$ cat src/rtl/mdu_iter_if.sv
// Handshake and result bundle between the execute stage and the
// iterative multiply/divide unit.
interface mdu_iter_if #(
  parameter int WIDTH = 32
);
  logic               start;
  logic [1:0]         op;
  logic [WIDTH-1:0]   a;
  logic [WIDTH-1:0]   b;
  logic               busy;
  logic               done;
  logic [2*WIDTH-1:0] busmult;

  modport master (
    output start, op, a, b,
    input  busy, done, busmult
  );

  modport slave (
    input  start, op, a, b,
    output busy, done, busmult
  );
endinterface

$ cat src/rtl/mdu_iter.sv
// Iterative multiply/divide unit feeding the HI/LO register pair.
// One iteration per cycle for WIDTH cycles, then a one-cycle done pulse
// with {HI,LO} on busmult.
//
//   state  | meaning
//   S_IDLE | waiting for start; busmult holds last result
//   S_RUN  | iterating, busy=1, counter 0..WIDTH-1
//   S_DONE | result just written to busmult, done=1 for one cycle
//
// op encoding: 00 MULT, 01 MULTU, 10 DIV, 11 DIVU
// (op[1] selects divide, op[0] selects unsigned).
module mdu_iter #(
  parameter int WIDTH = 32
) (
  input  logic      i_clk,
  input  logic      i_rst,
  mdu_iter_if.slave bus
);

  localparam int CW = $clog2(WIDTH);

  typedef enum logic [1:0] {
    S_IDLE,
    S_RUN,
    S_DONE
  } state_t;

  state_t             r_state;
  state_t             w_state_nxt;

  logic [CW-1:0]      r_cnt;
  logic [2*WIDTH-1:0] r_acc;
  logic [WIDTH-1:0]   r_mag_a;
  logic [WIDTH-1:0]   r_mag_b;
  logic [WIDTH-1:0]   r_a_orig;
  logic               r_is_div;
  logic               r_signed;
  logic               r_sign_a;
  logic               r_sign_b;
  logic               r_div0;
  logic [2*WIDTH-1:0] r_busmult;

  logic               w_accept;
  logic               w_last;
  logic               w_op_signed;
  logic [WIDTH-1:0]   w_abs_a;
  logic [WIDTH-1:0]   w_abs_b;
  logic [WIDTH:0]     w_mul_sum;
  logic [WIDTH:0]     w_div_rem;
  logic               w_div_ge;
  logic [2*WIDTH-1:0] w_acc_nxt;
  logic               w_neg;
  logic [WIDTH-1:0]   w_q;
  logic [WIDTH-1:0]   w_r;
  logic [2*WIDTH-1:0] w_result;

  // Start is only honoured outside RUN; a start during RUN leaves operands alone.
  assign w_accept    = bus.start && (r_state != S_RUN);
  assign w_last      = (r_state == S_RUN) && (r_cnt == CW'(WIDTH - 1));
  assign w_op_signed = ~bus.op[0];
  assign w_abs_a     = (w_op_signed && bus.a[WIDTH-1]) ? (~bus.a + 1'b1) : bus.a;
  assign w_abs_b     = (w_op_signed && bus.b[WIDTH-1]) ? (~bus.b + 1'b1) : bus.b;

  assign bus.busy    = (r_state == S_RUN);
  assign bus.done    = (r_state == S_DONE);
  assign bus.busmult = r_busmult;

  // State register.
  always_ff @(posedge i_clk) begin
    if (i_rst) r_state <= S_IDLE;
    else       r_state <= w_state_nxt;
  end

  // Next-state decode: IDLE -> RUN -> DONE -> IDLE, with restart from DONE.
  always_comb begin
    w_state_nxt = r_state;
    case (r_state)
      S_IDLE:  if (bus.start) w_state_nxt = S_RUN;
      S_RUN:   if (w_last)    w_state_nxt = S_DONE;
      S_DONE:  w_state_nxt = bus.start ? S_RUN : S_IDLE;
      default: w_state_nxt = S_IDLE;
    endcase
  end

  // One iteration step: shift-add for multiply, restoring shift-subtract
  // for divide. Accumulator is {hi, lo}; for divide that is {R, Q}.
  always_comb begin
    w_mul_sum = {1'b0, r_acc[2*WIDTH-1:WIDTH]};
    if (r_acc[0]) w_mul_sum = w_mul_sum + {1'b0, r_mag_a};
    w_div_rem = {r_acc[2*WIDTH-1:WIDTH], r_acc[WIDTH-1]};
    w_div_ge  = (w_div_rem >= {1'b0, r_mag_b});
    if (r_is_div) begin
      if (w_div_ge) begin
        w_div_rem = w_div_rem - {1'b0, r_mag_b};
      end
      w_acc_nxt = {w_div_rem[WIDTH-1:0], r_acc[WIDTH-2:0], w_div_ge};
    end else begin
      w_acc_nxt = {w_mul_sum, r_acc[WIDTH-1:1]};
    end
  end

  // Sign fix-up on the final iteration. Divide by zero bypasses the
  // datapath so the remainder is exactly the original dividend.
  always_comb begin
    w_neg = r_signed && (r_sign_a ^ r_sign_b);
    w_q   = w_acc_nxt[WIDTH-1:0];
    w_r   = w_acc_nxt[2*WIDTH-1:WIDTH];
    if (w_neg)                 w_q = ~w_q + 1'b1;
    if (r_signed && r_sign_a)  w_r = ~w_r + 1'b1;
    if (r_is_div) begin
      if (r_div0) w_result = {r_a_orig, {WIDTH{1'b1}}};
      else        w_result = {w_r, w_q};
    end else begin
      w_result = w_neg ? (~w_acc_nxt + 1'b1) : w_acc_nxt;
    end
  end

  // Operand capture, iteration datapath and result register.
  always_ff @(posedge i_clk) begin
    if (i_rst) begin
      r_cnt     <= '0;
      r_acc     <= '0;
      r_mag_a   <= '0;
      r_mag_b   <= '0;
      r_a_orig  <= '0;
      r_is_div  <= 1'b0;
      r_signed  <= 1'b0;
      r_sign_a  <= 1'b0;
      r_sign_b  <= 1'b0;
      r_div0    <= 1'b0;
      r_busmult <= '0;
    end else if (w_accept) begin
      r_cnt    <= '0;
      r_is_div <= bus.op[1];
      r_signed <= w_op_signed;
      r_sign_a <= w_op_signed && bus.a[WIDTH-1];
      r_sign_b <= w_op_signed && bus.b[WIDTH-1];
      r_a_orig <= bus.a;
      r_mag_a  <= w_abs_a;
      r_mag_b  <= w_abs_b;
      r_div0   <= bus.op[1] && (bus.b == '0);
      r_acc    <= bus.op[1] ? {{WIDTH{1'b0}}, w_abs_a} : {{WIDTH{1'b0}}, w_abs_b};
    end else if (r_state == S_RUN) begin
      r_cnt <= r_cnt + CW'(1);
      r_acc <= w_acc_nxt;
      if (w_last) r_busmult <= w_result;
    end
  end

endmodule
$ cat src/flat_wrapper.sv
// flat-port wrapper written by rule: the top's interface ports become plain ports
module mdu_iter_flat 
#(
  parameter int WIDTH = 32
)
  (i_clk, i_rst, bus_start, bus_op, bus_a, bus_b, bus_busy, bus_done, bus_busmult);
  mdu_iter_if #(.WIDTH(WIDTH)) bus_i ();
  input  logic i_clk;
  input  logic i_rst;
  input wire logic [$bits(bus_i.start)-1:0] bus_start;
  input wire logic [$bits(bus_i.op)-1:0] bus_op;
  input wire logic [$bits(bus_i.a)-1:0] bus_a;
  input wire logic [$bits(bus_i.b)-1:0] bus_b;
  output wire logic [$bits(bus_i.busy)-1:0] bus_busy;
  output wire logic [$bits(bus_i.done)-1:0] bus_done;
  output wire logic [$bits(bus_i.busmult)-1:0] bus_busmult;
  assign bus_i.start = bus_start;
  assign bus_i.op = bus_op;
  assign bus_i.a = bus_a;
  assign bus_i.b = bus_b;
  assign bus_busy = bus_i.busy;
  assign bus_done = bus_i.done;
  assign bus_busmult = bus_i.busmult;
  mdu_iter #(.WIDTH(WIDTH)) u_core (.i_clk(i_clk), .i_rst(i_rst), .bus(bus_i));
endmodule
$ cat config.mk
export PLATFORM = sky130hd
export DESIGN_NAME = mdu_iter_flat
export DESIGN_NICKNAME = d
export VERILOG_FILES = /design/src/rtl/mdu_iter_if.sv /design/src/rtl/mdu_iter.sv /design/src/flat_wrapper.sv
export SDC_FILE = /design/constraint.sdc
export NUM_CORES = 1
export LEC_CHECK = 0
export CORE_UTILIZATION = 25
export CTS_CLUSTER_DIAMETER = 50
export CTS_CLUSTER_SIZE = 8
export DETAILED_ROUTE_END_ITERATION = 8
export SLEW_MARGIN = 20
export SYNTH_ARGS = -nofsm -noshare
export SYNTH_HDL_FRONTEND = slang
export SYNTH_SLANG_ARGS = --single-unit
$ cat constraint.sdc
create_clock -name i_clk -period 5.4 [get_ports i_clk]
set_input_delay 1.08 -clock i_clk [delete_from_list [all_inputs] [get_ports i_clk]]
set_output_delay 1.08 -clock i_clk [all_outputs]
set_load 0.02 [all_outputs]
* Yosys cells after proc, flatten, opt, wreduce, memory -nomap -nowiden
Index checks and enable logic that the tools add are counted.
** Storage, ports and cells
- Word-level logic and storage cells :: 65
- Register bits :: 236
- Output and inout port bits :: 66
- Input port bits :: 69
** Cells by class
- Bitwise gates (word level) :: 8
- Equality and inequality tests :: 6
- Muxes and demuxes :: 17
- $add $sub $neg :: 8
- $lt $le $gt $ge :: 1
- Reductions and logical operators :: 13
** Operator list (count)
- two-way mux 64 bit :: 6
- two-way mux 32 bit :: 6
- adder 32 x 1 -> 32 bit, second input constant :: 4
- NOT 32 bit :: 4
- adder 64 x 1 -> 64 bit, second input constant :: 1
- NOT 64 bit :: 1
- adder 32 x 32 -> 33 bit :: 1
- greater-or-equal comparator 33 x 32 -> 1 bit :: 1
- two-way mux 33 bit :: 1
- zero test 32 bit :: 1
- subtractor 32 bit :: 1
- logical AND 1 bit :: 7
- one-hot mux 2 bit (3 select lines) :: 1
- adder 5 x 1 -> 5 bit, second input constant :: 1
- equality test 5 bit, second input constant :: 1
- two-way mux 2 bit :: 2
- != test 2 x 1 -> 1 bit, second input constant :: 2
- AND reduction 3 bit :: 1
- equality test 2 x 1 -> 1 bit, second input constant :: 1
- equality test 2 bit, second input constant :: 1
- zero test 2 bit :: 1
- != test 2 bit, second input constant :: 1
- NOT 1 bit :: 2
- AND reduction 2 bit :: 1
- 4 further kinds :: 4

* Depth between registers and ports, before layout
- Word-level depth :: 8
- Mapped depth :: 23
- Mapped depth without buffers :: 21

* Least setup slack after synthesis
No wires, ideal clock.
- Kind :: reg-to-reg
- From :: register u_core.r_is_div
- To :: register u_core.r_busmult[60], in the netlist u_core.bus.busmult[60]
- Required time :: 5.272 ns
- Buffers on the path :: 7
- Clock period less this slack :: 4.838 ns
- Stages on the path, launching flop included :: 21
- Data arrival time :: 4.710 ns
- Setup slack :: 0.562 ns
- Setup time :: 0.128 ns
- Path through :: dfxtp_1 clkbuf_1 buf_2 buf_2 clkbuf_1 buf_1 clkbuf_1 clkbuf_1 o21ai_0 inv_1 ha_1 o21ai_0 nor3_1 and2_0 and2_0 and3_1 nand2_1 or2_1 o41a_1 xnor2_1 o211ai_1
** Between the ends
- Word-level cells in the longest chain between the ends :: 6
- Elaborated cells between the ends (all ways) :: 9
- Classes of those cells :: add/sub: 2; mux: 5; bitwise: 2
** Ends and longest elaborated chain
- start: declaration :: line mdu_iter.sv:36 : logic r_is_div;
- start signal: assignment :: line mdu_iter.sv:134 : r_is_div <= bus.op[1];
- two-way mux 64 bit :: line mdu_iter.sv:92 : if (r_is_div) begin
- NOT 32 bit :: line mdu_iter.sv:109 : if (r_signed && r_sign_a) w_r = ~w_r + 1'b1;
- adder 32 x 1 -> 32 bit :: line mdu_iter.sv:109
- two-way mux 32 bit :: line mdu_iter.sv:109
- two-way mux 64 bit :: line mdu_iter.sv:111 : if (r_div0) w_result = {r_a_orig, {WIDTH{1'b1}}};
- two-way mux 64 bit (*) :: line mdu_iter.sv:110 : if (r_is_div) begin
- end signal: assignment :: line mdu_iter.sv:146 : if (w_last) r_busmult <= w_result;
- end: declaration :: line mdu_iter.sv:41 : logic [2*WIDTH-1:0] r_busmult;
Every way passes the cells marked *; elsewhere a longest branch is shown, timed or not.
A chain may end at the register's enable or synchronous reset.

* Worst setup path after layout
- From :: register u_core.r_acc[32]
- To :: register u_core.r_busmult[61], in the netlist u_core.bus.busmult[61]
** Between the ends
- Word-level cells in the longest chain between the ends :: 8
- Elaborated cells between the ends (all ways) :: 14
- Classes of those cells :: add/sub: 4; order compare: 1; mux: 7; bitwise: 2
** Ends and longest elaborated chain
- start: declaration :: line mdu_iter.sv:32 : logic [2*WIDTH-1:0] r_acc;
- start signal: assignment :: line mdu_iter.sv:142 : r_acc <= bus.op[1] ? {{WIDTH{1'b0}}, w_abs_a} : {{WIDTH{1'b0}}, w_abs_b};
- start signal: assignment :: line mdu_iter.sv:145 : r_acc <= w_acc_nxt;
- adder 32 x 32 -> 33 bit, or another cell as far along :: line mdu_iter.sv:89 : if (r_acc[0]) w_mul_sum = w_mul_sum + {1'b0, r_mag_a};
- two-way mux 33 bit or two-way mux 32 bit (tied branches) :: line mdu_iter.sv:89, mdu_iter.sv:93
- two-way mux 64 bit (*) :: line mdu_iter.sv:92
- NOT 32 bit :: line mdu_iter.sv:109
- adder 32 x 1 -> 32 bit :: line mdu_iter.sv:109
- two-way mux 32 bit :: line mdu_iter.sv:109
- two-way mux 64 bit :: line mdu_iter.sv:111
- two-way mux 64 bit (*) :: line mdu_iter.sv:110
Marks and branches as above.

==> impl_metrics.env <==
export IMPL_status="finished clean"
export IMPL_final_layout_size_suffix_gt1_share_pct=9.43
export IMPL_cts_buffer_depth=3
export IMPL_hold_violations=0
export IMPL_design_core_area_sq_um=71400
export IMPL_synth_compound_area_share_pct=29.3
export IMPL_fin_ws_ps=219
export IMPL_nets=2688
export IMPL_cts_root_buf="clkbuf_16"
export IMPL_synth_xor_area_share_pct=8.61
export IMPL_critPathLaunchType="flop"
export IMPL_post_drt_wl_per_cell_microns=22.5
export IMPL_synthSimpleGateAreaFrac_pct=22.2
export IMPL_relSlewSlack_pct=24.4
export IMPL_syn_area_sq_um=18000
export IMPL_vias_per_cell=5.52
export IMPL_cp_arrival_ps=5650
export IMPL_combPwrFrac_pct=29.4
export IMPL_drc=0
export IMPL_grt_pass1_wl_mm=117
export IMPL_die_area_sq_um=73100
export IMPL_seq_area_frac_synth_pct=26.1
export IMPL_synth_fa_ha_area_share_pct=5.08
export IMPL_vdd_drop_max_uv=212
export IMPL_overflow=0
export IMPL_cp_slowest_cell="or4_4"
export IMPL_synth_avg_cell_area_sq_um=7.43
export IMPL_antenna_found_initial=1
export IMPL_ant_nets=0
export IMPL_slowest_delay_ps=640
export IMPL_ioPinCount=135
export IMPL_required_ps=5860
export IMPL_synth_edf_count=0
export IMPL_grt_max_degree=164
export IMPL_cts_buffers=41
export IMPL_skew_ps=28.5
export IMPL_async_flop_share_pct=0
export IMPL_setup_viol_count_final=0
export IMPL_synth_most_common_cell="nor2_1"
export IMPL_swShare_pct=35.7
export IMPL_crit_family="compound AO/OA/AOI/OAI gates"
export IMPL_worst_slew_pin_slew_ps=1120
export IMPL_ys_types=94
export IMPL_num_rows=98
export IMPL_wl_mm=79.3
export IMPL_synth_top_family_by_area="compound AO/OA/AOI/OAI gates"
export IMPL_path_max_fanout=5
export IMPL_worst_path_buf_inv=2
export IMPL_ys_top_cells_by_count="nor2_1, dfxtp_1, nand2_1, a21oi_1, a211oi_1"
export IMPL_synth_top_area_share_pct=26.1
export IMPL_path_cells="buf_4 -> ha_1 -> inv_1 -> fa_1 -> nand2b_1 -> a21oi_1 -> o21ai_0 -> a211oi_2 -> nand4_1 -> nand3_1 -> a311oi_1 -> or4_4 -> or4_4 -> o41ai_2 -> xor2_1 -> o21ai_0 -> o21a_1"
export IMPL_drv_slew=0
export IMPL_initial_core_util_pct=25.2
export IMPL_ys_ff_latch=235
export IMPL_insertion_delay_ps=570
export IMPL_num_antenna_cells=0
export IMPL_syn_inst=2425
export IMPL_power_density_nw_per_um2=284
export IMPL_finalCriticalPeriod_ps=5180
export IMPL_fin_tns_setup_ps=0
export IMPL_crit_path_end_kind="flop"
export IMPL_htreeDepth=2
export IMPL_die_height_microns=270
export IMPL_syn_num_nets=2566
export IMPL_maxCapViolCount=0
export IMPL_post_synth_mux_area_share_pct=3.33
export IMPL_min_period_over_period_pct=95.9
export IMPL_grt_pass1_vias=17700
export IMPL_switchingPower_mw=2.24
export IMPL_clock_sinks=235
export IMPL_drt_first_pass_iters=5
export IMPL_p_clk_share_pct=39.8
export IMPL_io_buffers=134
export IMPL_holdCritPathClass="flop to flop"
export IMPL_ys_flop_type="dfxtp_1"
export IMPL_hold_buffers=0
export IMPL_gp_congestion=0.971
export IMPL_cts_tree="built"
export IMPL_drtIter0Drc=2039
export IMPL_max_freq_mhz=193
export IMPL_pre_cts_ws_ps=113
export IMPL_synthTopCellsByArea="dfxtp_1, nor2_1, a211oi_1, a21oi_1, ha_1"
export IMPL_crit_type="flop to flop"
export IMPL_via_count=19400
export IMPL_p_leak_nw=8.02
export IMPL_dp_hpwl_mm=60.9
export IMPL_ys_warn_count=0
export IMPL_gr_usage_all_layers_pct=20.9
export IMPL_power_frac_seq_pct=30.8
export IMPL_internal_power_mw=4.03
export IMPL_final_core_util_pct=30.9
export IMPL_path_clk_slew_ps=50
export IMPL_die_width_microns=270
export IMPL_area_growth_pct=22.4
export IMPL_yosysTopAreaCell="dfxtp_1"
[metrics by stage]
stage               cells  instance area, sq um  hold WS [ps]  total power, mW
CTS                  3515                 22000           454             6.24
global placement     3454                 20800           443             3.75
detailed placement   3454                 20800           447             3.75
finish               3515                 22000           451             6.27
floorplan            2425                 18000           433             3.06
global route         3515                 22000           466             6.49
[flip-flops by register name, summed over array words and instances, names as in the netlist]
register	flops
u_core.r_div0	1
u_core.r_mag_b	32
u_core.r_cnt	5
u_core.r_mag_a	31
u_core.r_sign_a	1
u_core.r_signed	1
u_core.bus.busmult	64
u_core.r_acc	64
u_core.r_sign_b	1
u_core.r_is_div	1
u_core.r_state	2
u_core.r_a_orig	32
[path summary, 6_finish.rpt]
path	from	to	slack, ps	depth (start not counted)
worst max-delay path	u_core.r_acc[32]$_SDFFE_PP0P_	u_core.bus.busmult[61]$_SDFFE_PP0P_	220	17
worst min-delay path	u_core.bus.busmult[34]$_SDFFE_PP0P_	u_core.bus.busmult[34]$_SDFFE_PP0P_	450	2
worst max register to register	u_core.r_acc[32]$_SDFFE_PP0P_	u_core.bus.busmult[61]$_SDFFE_PP0P_	220	17
worst min register to register	u_core.bus.busmult[34]$_SDFFE_PP0P_	u_core.bus.busmult[34]$_SDFFE_PP0P_	450	2
[power by group through the flow]
stage,Clock (mW),Sequential (mW),Combinational [mW]
6_report,2.49,1.93,1.84
5_1_grt,2.59,1.94,1.96
4_1_cts,2.52,1.92,1.80
3_5_place_dp,0,1.96,1.79
3_3_place_gp,0,1.96,1.79
2_1_floorplan,0,1.91,1.14
[timing repair]
| item | CTS | global route |
|---|---|---|
| setup endpoints to repair | 0 | 16 |
| setup buffers | 0 | 0 |
| resized for setup | 0 | 10 |
[area by class of cell]
class	instances	area, sq um
Clock buffer	50	1130
Clock inverter	11	124
Fill cell	7744	49300
Inverter	68	255
Multi-Input combinational cell	1950	12400
Sequential cell	235	4710
Tap cell	950	1190
Timing Repair Buffer	251	2240
[cells by family after synthesis]
logic type	count (synthesis)
fa+ha+maj	72
mux	59
compound gates	784
xor+xnor	177
flops	235
buf+inv	240
simple gates	858
[tightest hold or removal path, delay by kind of cell, from the launching register on]
family          cells  cell delay, ps
compound gates      1              50
flops               1             300
simple gates        1              50
[placed cells by master (no fill, tap or decap), types with 10 or more instances in the layout]
cell type | netlist | routed
nor2_1 | 314 | 311
dfxtp_1 | 235 | 234
nand2_1 | 230 | 228
a21oi_1 | 203 | 200
a211oi_1 | 153 | 151
clkdlybuf4s50_1 | 0 | 132
buf_4 | 3 | 115
o21ai_0 | 112 | 111
xnor2_1 | 91 | 91
xor2_1 | 86 | 86
ha_1 | 70 | 70
inv_1 | 66 | 64
nor3_1 | 62 | 62
mux2i_1 | 52 | 52
a31oi_1 | 47 | 47
nand3_1 | 43 | 43
clkbuf_16 | 0 | 41
a22oi_1 | 34 | 34
o211ai_1 | 31 | 31
nand4_1 | 27 | 27
nor2b_1 | 27 | 27
a21o_1 | 26 | 26
o31ai_1 | 26 | 26
nor4_1 | 26 | 25
and3_1 | 24 | 24
nand2b_1 | 18 | 18
and2_1 | 18 | 18
o21a_1 | 16 | 16
or3_1 | 15 | 15
a2111oi_0 | 12 | 12
or2_2 | 11 | 11
o41ai_1 | 10 | 10
a311oi_1 | 10 | 10
[layer usage]
metal,up-vias,track usage [%],routed length (microns)
met5,-,0,0
met4,0,11.0,4460
met3,183,2.89,5720
met2,892,32.6,35200
met1,9195,27.8,33900
li1,9125,-,-
Note: power is estimated with default switching activity, not from simulation.
